[config.mk]
export PLATFORM = sky130hd
export DESIGN_NAME = pipe_stage_buffer_flat
export DESIGN_NICKNAME = d
export VERILOG_FILES = /design/src/rtl/pipe_pkg.sv /design/src/rtl/pipe_stage_buffer_if.sv /design/src/rtl/pipe_stage.sv /design/src/rtl/pipe_stage_buffer.sv /design/src/flat_wrapper.sv
export SDC_FILE = /design/constraint.sdc
export NUM_CORES = 1
export LEC_CHECK = 0
export ABC_CLOCK_PERIOD_IN_PS = 1490
export CORE_MARGIN = 10
export CORE_UTILIZATION = 40
export CTS_CLUSTER_SIZE = 14
export DETAILED_ROUTE_END_ITERATION = 10
export PLACE_DENSITY_LB_ADDON = 0.08
export SYNTH_ARGS = -nofsm -noshare
export SYNTH_HDL_FRONTEND = slang
export SYNTH_SLANG_ARGS = --single-unit
[constraint.sdc]
create_clock -name clk -period 1.49 [get_ports clk]
set_input_delay 0.2235 -clock clk [delete_from_list [all_inputs] [get_ports clk]]
set_output_delay 0.2235 -clock clk [all_outputs]
set_load 0.01 [all_outputs]
[src/rtl/pipe_pkg.sv]
// Shared constants for the inter-stage pipeline buffers: stage limit, ID/EX and EX/MEM
// bundle field positions, their bubble encodings, and a small popcount helper.
package pipe_pkg;

  localparam int unsigned PIPE_MAX_STAGES = 8;

  // ID/EX bundle, 91 bits: eight control bits, two operands, register ids, function code
  localparam int unsigned IDEX_W          = 91;
  localparam int unsigned IDEX_REG_WRITE  = 90;
  localparam int unsigned IDEX_MEM_TO_REG = 89;
  localparam int unsigned IDEX_MEM_READ   = 88;
  localparam int unsigned IDEX_MEM_WRITE  = 87;
  localparam int unsigned IDEX_BRANCH     = 86;
  localparam int unsigned IDEX_ALU_SRC    = 85;
  localparam int unsigned IDEX_ALU_OP_HI  = 84;
  localparam int unsigned IDEX_ALU_OP_LO  = 83;
  localparam int unsigned IDEX_RS1_HI     = 82;
  localparam int unsigned IDEX_RS1_LO     = 51;
  localparam int unsigned IDEX_RS2_HI     = 50;
  localparam int unsigned IDEX_RS2_LO     = 19;
  localparam int unsigned IDEX_RD_HI      = 18;
  localparam int unsigned IDEX_RD_LO      = 14;
  localparam int unsigned IDEX_RS1_ID_HI  = 13;
  localparam int unsigned IDEX_RS1_ID_LO  = 9;
  localparam int unsigned IDEX_RS2_ID_HI  = 8;
  localparam int unsigned IDEX_RS2_ID_LO  = 4;
  localparam int unsigned IDEX_FUNCT_HI   = 3;
  localparam int unsigned IDEX_FUNCT_LO   = 0;

  // EX/MEM bundle, 76 bits: four control bits, ALU result, store data, rd, flags
  localparam int unsigned EXMEM_W          = 76;
  localparam int unsigned EXMEM_REG_WRITE  = 75;
  localparam int unsigned EXMEM_MEM_TO_REG = 74;
  localparam int unsigned EXMEM_MEM_READ   = 73;
  localparam int unsigned EXMEM_MEM_WRITE  = 72;
  localparam int unsigned EXMEM_ALU_HI     = 71;
  localparam int unsigned EXMEM_ALU_LO     = 40;
  localparam int unsigned EXMEM_STORE_HI   = 39;
  localparam int unsigned EXMEM_STORE_LO   = 8;
  localparam int unsigned EXMEM_RD_HI      = 7;
  localparam int unsigned EXMEM_RD_LO      = 3;
  localparam int unsigned EXMEM_ZERO       = 2;
  localparam int unsigned EXMEM_SIZE_HI    = 1;
  localparam int unsigned EXMEM_SIZE_LO    = 0;

  // Bubbles carry every control bit inactive
  localparam logic [IDEX_W-1:0]  IDEX_NOP  = '0;
  localparam logic [EXMEM_W-1:0] EXMEM_NOP = '0;

  function automatic int unsigned pipe_popcount(input logic [PIPE_MAX_STAGES-1:0] bits);
    int unsigned n;
    n = 0;
    for (int i = 0; i < int'(PIPE_MAX_STAGES); i++) n += 32'(bits[i]);
    return n;
  endfunction

endpackage

[src/rtl/pipe_stage_buffer_if.sv]
// Upstream/downstream handshake bundle of the pipeline buffer; the buffer is the slave.
interface pipe_stage_buffer_if #(
  parameter int unsigned WIDTH  = 91,
  parameter int unsigned STAGES = 1
);
  localparam int unsigned CW = $clog2(STAGES + 1);

  logic              in_valid;
  logic              in_ready;
  logic [WIDTH-1:0]  in_data;
  logic [STAGES-1:0] flush;
  logic              out_valid;
  logic              out_ready;
  logic [WIDTH-1:0]  out_data;
  logic [CW-1:0]     count;
  logic              full;

  modport master (
    output in_valid, in_data, flush, out_ready,
    input  in_ready, out_valid, out_data, count, full
  );

  modport slave (
    input  in_valid, in_data, flush, out_ready,
    output in_ready, out_valid, out_data, count, full
  );
endinterface

[src/rtl/pipe_stage.sv]
// One buffer stage: valid + payload register with load, hold, bubble and kill.
module pipe_stage #(
  parameter int unsigned      WIDTH     = 91,
  parameter logic [WIDTH-1:0] NOP_VALUE = '0
) (
  input  logic             clk,
  input  logic             reset,
  input  logic             ready,
  input  logic             load,
  input  logic             kill,
  input  logic [WIDTH-1:0] d_in,
  output logic             v_nxt_c,
  output logic             v,
  output logic [WIDTH-1:0] d
);

  logic [WIDTH-1:0] d_nxt;

  // Kill wins over load; a ready stage with nothing arriving becomes a bubble
  always_comb begin
    v_nxt_c = v;
    d_nxt   = d;
    if (kill) begin
      v_nxt_c = 1'b0;
      d_nxt   = NOP_VALUE;
    end else if (ready) begin
      v_nxt_c = load;
      d_nxt   = load ? d_in : NOP_VALUE;
    end
  end

  always_ff @(posedge clk) begin
    if (reset) begin
      v <= 1'b0;
      d <= NOP_VALUE;
    end else begin
      v <= v_nxt_c;
      d <= d_nxt;
    end
  end

endmodule

[src/rtl/pipe_stage_buffer.sv]
// Chain of STAGES handshaked register stages with bubble collapsing, per-stage flush
// and a registered occupancy count.
module pipe_stage_buffer
  import pipe_pkg::*;
#(
  parameter int unsigned      WIDTH     = 91,
  parameter int unsigned      STAGES    = 1,
  parameter logic [WIDTH-1:0] NOP_VALUE = '0
) (
  input logic clk,
  input logic reset,
  pipe_stage_buffer_if.slave bus
);

  localparam int unsigned CW = $clog2(STAGES + 1);

  logic [STAGES:0]   rdy;
  logic [STAGES-1:0] v;
  logic [STAGES-1:0] v_nxt;
  logic [STAGES-1:0] load;
  logic [WIDTH-1:0]  d     [STAGES];
  logic [WIDTH-1:0]  d_src [STAGES];
  logic [CW-1:0]     count_nxt;
  logic [CW-1:0]     count_q;
  logic              full_q;

  // A stage is ready when empty or when everything downstream of it moves
  always_comb begin
    rdy         = '0;
    rdy[STAGES] = bus.out_ready;
    for (int i = int'(STAGES) - 1; i >= 0; i--) rdy[i] = !v[i] | rdy[i+1];
  end

  for (genvar i = 0; i < int'(STAGES); i++) begin : g_stage
    if (i == 0) begin : g_head
      assign load[i]  = rdy[i] & bus.in_valid;
      assign d_src[i] = bus.in_data;
    end else begin : g_body
      assign load[i]  = rdy[i] & v[i-1];
      assign d_src[i] = d[i-1];
    end

    pipe_stage #(
      .WIDTH     (WIDTH),
      .NOP_VALUE (NOP_VALUE)
    ) u_stage (
      .clk     (clk),
      .reset   (reset),
      .ready   (rdy[i]),
      .load    (load[i]),
      .kill    (bus.flush[i]),
      .d_in    (d_src[i]),
      .v_nxt_c (v_nxt[i]),
      .v       (v[i]),
      .d       (d[i])
    );
  end

  always_comb count_nxt = CW'(pipe_popcount(PIPE_MAX_STAGES'(v_nxt)));

  // Occupancy registered alongside the stage valids
  always_ff @(posedge clk) begin
    if (reset) begin
      count_q <= '0;
      full_q  <= 1'b0;
    end else begin
      count_q <= count_nxt;
      full_q  <= (count_nxt == CW'(STAGES));
    end
  end

  assign bus.in_ready  = rdy[0];
  assign bus.out_valid = v[STAGES-1];
  assign bus.out_data  = d[STAGES-1];
  assign bus.count     = count_q;
  assign bus.full      = full_q;

endmodule

[src/flat_wrapper.sv]
// flat-port wrapper written by rule: the top's interface ports become plain ports
module pipe_stage_buffer_flat import pipe_pkg::*;
#(
  parameter int unsigned      WIDTH     = 91,
  parameter int unsigned      STAGES    = 1,
  parameter logic [WIDTH-1:0] NOP_VALUE = '0
)
  (clk, reset, bus_in_valid, bus_in_data, bus_flush, bus_out_ready, bus_in_ready, bus_out_valid, bus_out_data, bus_count, bus_full);
  pipe_stage_buffer_if #(.WIDTH(WIDTH), .STAGES(STAGES)) bus_i ();
  input logic clk;
  input logic reset;
  input wire logic [$bits(bus_i.in_valid)-1:0] bus_in_valid;
  input wire logic [$bits(bus_i.in_data)-1:0] bus_in_data;
  input wire logic [$bits(bus_i.flush)-1:0] bus_flush;
  input wire logic [$bits(bus_i.out_ready)-1:0] bus_out_ready;
  output wire logic [$bits(bus_i.in_ready)-1:0] bus_in_ready;
  output wire logic [$bits(bus_i.out_valid)-1:0] bus_out_valid;
  output wire logic [$bits(bus_i.out_data)-1:0] bus_out_data;
  output wire logic [$bits(bus_i.count)-1:0] bus_count;
  output wire logic [$bits(bus_i.full)-1:0] bus_full;
  assign bus_i.in_valid = bus_in_valid;
  assign bus_i.in_data = bus_in_data;
  assign bus_i.flush = bus_flush;
  assign bus_i.out_ready = bus_out_ready;
  assign bus_in_ready = bus_i.in_ready;
  assign bus_out_valid = bus_i.out_valid;
  assign bus_out_data = bus_i.out_data;
  assign bus_count = bus_i.count;
  assign bus_full = bus_i.full;
  pipe_stage_buffer #(.WIDTH(WIDTH), .STAGES(STAGES), .NOP_VALUE(NOP_VALUE)) u_core (.clk(clk), .reset(reset), .bus(bus_i));
endmodule
# --- Word-level counts from Yosys, hierarchy flattened ---
# Index checks and enable logic that the tools add are counted.
word_totals:
  register_bits: 92
  in_bits: 96
  output_inout_bits: 95
  wordCells: 8
op_classes:
  mux: 2
  bitwise_logic: 2
  reduce_logical: 2
op_table:
  columns: ["op", "count"]
  rows:
  - ["2-to-1 mux 91 bit", 1]
  - ["OR reduction 2 bit", 1]
  - ["bitwise AND 1 bit", 1]
  - ["zero test 1 bit", 1]
  - ["2-to-1 mux 1 bit", 1]
  - ["OR 1 bit", 1]

# --- Logic depth before layout (Yosys ltp) ---
# Gate-level depths: netlist (run 1).
depth:
  word_depth: 4
  mapped_depth: 6
  ltp_nobuf: 4

# --- Hierarchy ---
# Synthesis (run 1) repeated with hierarchy kept, for this count alone.
hier_totals:
  hier_cells: 414
  hier_area_um2: 4030.1
by_module_without_submodules:
  columns: ["module", "instances", "cells_each", "area_per_inst_um2", "seq_area_each_um2"]
  rows:
  - ["pipe_stage", 1, 409, 3973.8, 1841.8]
  - ["pipe_stage_buffer", 1, 5, 56.3, 20.0]

# --- Worst setup path before layout (run 1) ---
# OpenSTA, ideal clock, no wires.
synth_timing:
  path_kind: "reg2reg"
  start: "register, netlist name u_core.bus.count"
  end: "register u_core.g_stage[0].u_stage.d[0]"
  setup_ns: 0.125
  t_arrival_ns: 1.043
  t_required_ns: 1.365
  setup_slack_ns: 0.322
  path_stages_with_launch: 7
  n_path_buf: 2
  period_less_slack_ns: 1.168
  path_cell_list: "dfxtp_1 -> nor2b_4 -> inv_4 -> buf_12 -> buf_12 -> nand3_2 -> a21oi_2"
synth_lines:
  columns: ["element", "line_no", "source"]
  rows:
  - ["end signal, assigned", "pipe_stage.sv:38", "d <= d_nxt;"]
  - ["end, declared", "pipe_stage.sv:14", "output logic [WIDTH-1:0] d"]

# --- Worst setup path after layout (run 1) ---
layout_timing:
  start: "register u_core.g_stage[0].u_stage.d[51]"
  end: "output bus_out_data[51]"
layout_lines:
  columns: ["element", "line_no", "source"]
  rows:
  - ["end, declared", "flat_wrapper.sv:18", "output wire logic [$bits(bus_i.out_data)-1:0] bus_out_data;"]
# No word-level cell between the ends.

==> results of run 1 <==
## layer usage
| layer | wire length (um) | share of wire | global-route usage |
|---|---|---|---|
| met5 | 0 | 0 | 0 |
| met3 | 1380 | 0.11 | 0.0842 |
| met4 | 118 | 0.0098 | 0.0475 |
| met1 | 4830 | 0.40 | 0.192 |
| met2 | 5710 | 0.47 | 0.271 |
## cells by family (layout without fill, tap and decap cells)
group                  count (synthesis)  in the layout  share of synthesized area
and+or+nand+nor                      186            186                      0.251
DFF                                   92             92                      0.499
AOI/OAI and AO/OA                     91             91                      0.144
buffers and inverters                 43            223                      0.106
## final timing paths
| check | from | end | slack, ns | depth (start not counted) |
|---|---|---|---|---|
| setup / recovery | u_core.g_stage[0].u_stage.d[51]$_SDFFE_PP0P_ | bus_out_data[51] | 0.04 | 1 |
| hold / removal | bus_in_valid | u_core.g_stage[0].u_stage.d[90]$_SDFFE_PP0P_ | 0.39 | 4 |
| setup reg to reg | u_core.bus.count$_SDFFE_PP0P_ | u_core.g_stage[0].u_stage.d[54]$_SDFFE_PP0P_ | 0.26 | 5 |
| hold reg to reg | u_core.g_stage[0].u_stage.d[56]$_SDFFE_PP0P_ | u_core.g_stage[0].u_stage.d[56]$_SDFFE_PP0P_ | 0.45 | 2 |
## Yosys cell counts (all sizes together)
master,instances,area [um2]
clkbuf,1,3.75
nand2,91,342
nand3,91,556
nor2,2,7.51
buf,41,380
dfxtp,92,1840
inv,1,6.26
or2,1,6.26
nor2b,1,13.8
a21oi,91,531
## sequential cells by signal, indices dropped and copies added, names as in the netlist
name,flops
u_core.g_stage.u_stage.d,91
u_core.bus.count,1
## repair_timing
action / CTS / global route
setup endpoints to repair: 25 / 69
pin swaps: 0 / 0
gates resized for setup: 24 / 69
## cell type report
class | count | share of cell area
sequential | 92 | 0.311
clock buffer | 13 | 0.0268
timing repair buffer | 206 | 0.384
inverter | 1 | 0.00106
clock inverter | 3 | 0.00761
tap | 108 | 0.0228
multi-input combinational | 277 | 0.246
## per-stage QoR
stage	std cells	hold slack (ns)	total power [mW]
global route	700	0.411	5.22
detailed placement	684	0.444	3.38
finish	700	0.390	5.00
floorplan	412	0.361	2.93
CTS	700	0.400	5.07
global placement	684	0.437	3.36
## power groups by stage
| stage | Sequential (mW) | Clock [mW] | Combinational (mW) |
|---|---|---|---|
| 2_1_floorplan | 2.65 | 0 | 0.279 |
| 3_3_place_gp | 2.61 | 0 | 0.751 |
| 3_5_place_dp | 2.62 | 0 | 0.760 |
| 4_1_cts | 2.56 | 1.76 | 0.752 |
| 5_1_grt | 2.57 | 1.87 | 0.788 |
| 6_report | 2.56 | 1.71 | 0.733 |
==> impl_metrics.yaml, run 1 <==
detailed_routing:
  routed_via_density: 5.02
  drc: 0
  vias: 3513
  routed_wl_um: 12000
  drtPass1Iterations: 5
  wire_per_inst_um: 17.2
  first_iter_violations: 177
  antenna_left: 0
clocking:
  cts.clk_slew.worst_paths_ns: 0.08
  htreeDepth: 3
  clock_latency_ns: 0.35
  cts_buffers: 9
  clock_path_buffers: 2
  cts_tree: "done"
  cts_setup_buffers: 0
  cts_root_buf: "clkbuf_8"
  hold_buffers: 0
  cts.sinks: 92
critical_path:
  crit_slowest_cell: "clkdlybuf4s50_1"
  critPathRequiredTime_ns: 1.27
  cp-end-kind: "primary output"
  arrival_ns: 1.22
  cpPeakStageDelay_ns: 0.54
  path_cells: "clkdlybuf4s50_1"
  cp_max_fo: 2
  crit_family: "buffers and inverters"
  path_buf_inv: 1
  crit_type: "reg -> out"
  startpoint_type: "flop"
timing:
  hold_viol: 0
  period_needed_ns: 1.45
  maxSlewViolCount: 0
  worst_slack_ns: 0.0431
  finalSetupTns_ns: 0
  rsz0062_at_grt: "false"
  tightest_slew_ns: 0.340
  fmax_ghz: 0.691
  finalSetupViolations: 0
  fin_skew_ns: 0.00871
  slew_headroom: 0.774
  min_period_over_period: 0.971
global_routing:
  antenna_found_initial: 0
  grt_overflow_total: 0
  grt_pass1_vias: 3391
  track_usage: 0.168
  grt_pass1_wl_um: 18000
  grt_max_degree: 71
yosys:
  mappedNetlistNets: 508
  ys_seq_area_frac: 0.499
  synthCells: 412
  avgSynthCellArea_um2: 8.95
  ys_seq_elements: 92
  synth.distinct_cells: 16
  yosysWarnings: 0
  syn_area_um2: 3690
final_layout:
  area_growth_pct: 60.6
  layout_commonest_cell: "clkdlybuf4s50_1"
  mostFrequentLayoutCells: "clkdlybuf4s50_1, nand2_1, dfxtp_1, nand3_1, a21oi_1"
  finalNetCount: 683
  fin_area_um2: 5920
  multi_input_area_um2: 1460
  fill_cells: 737
  antenna_cells: 0
  fin_util: 0.669
  seq_area_um2: 1840
  drive_gt1_frac: 0.127
placement:
  dp_hpwl_um: 8610
  gp_congestion: 0.738
  portBuffers: 190
  dpl_cell_area_um2: 5570
  place_ws_ns: -0.118
pwr:
  p_switching_mw: 1.18
  comb_power_share: 0.147
  p_int_mw: 3.82
  p_clk_frac: 0.342
  leakagePower_nw: 3.31
  swShare: 0.237
  power_frac_seq: 0.512
  p_per_area_nw_per_um2: 844
  ir_drop_uv: 578
floorplanning:
  start_util: 0.417
  dieArea_um2: 13500
  fp.dieH_um: 116
  rows: 34
  die_x_um: 116
  io_pins: 191
  core_area_um2: 8850
min_path:
  hold_class: "in -> reg"
run:
  cap_viol_max_count: 0
run_status:
  outcome: "complete, no violations"
Power figures use the tool's default switching activity.
==> run 2: changes to the inputs <==
- CAP_MARGIN: not set -> 20
==> results of run 2 <==
The final DEF is identical to that of run 1; final timing and power are the same.
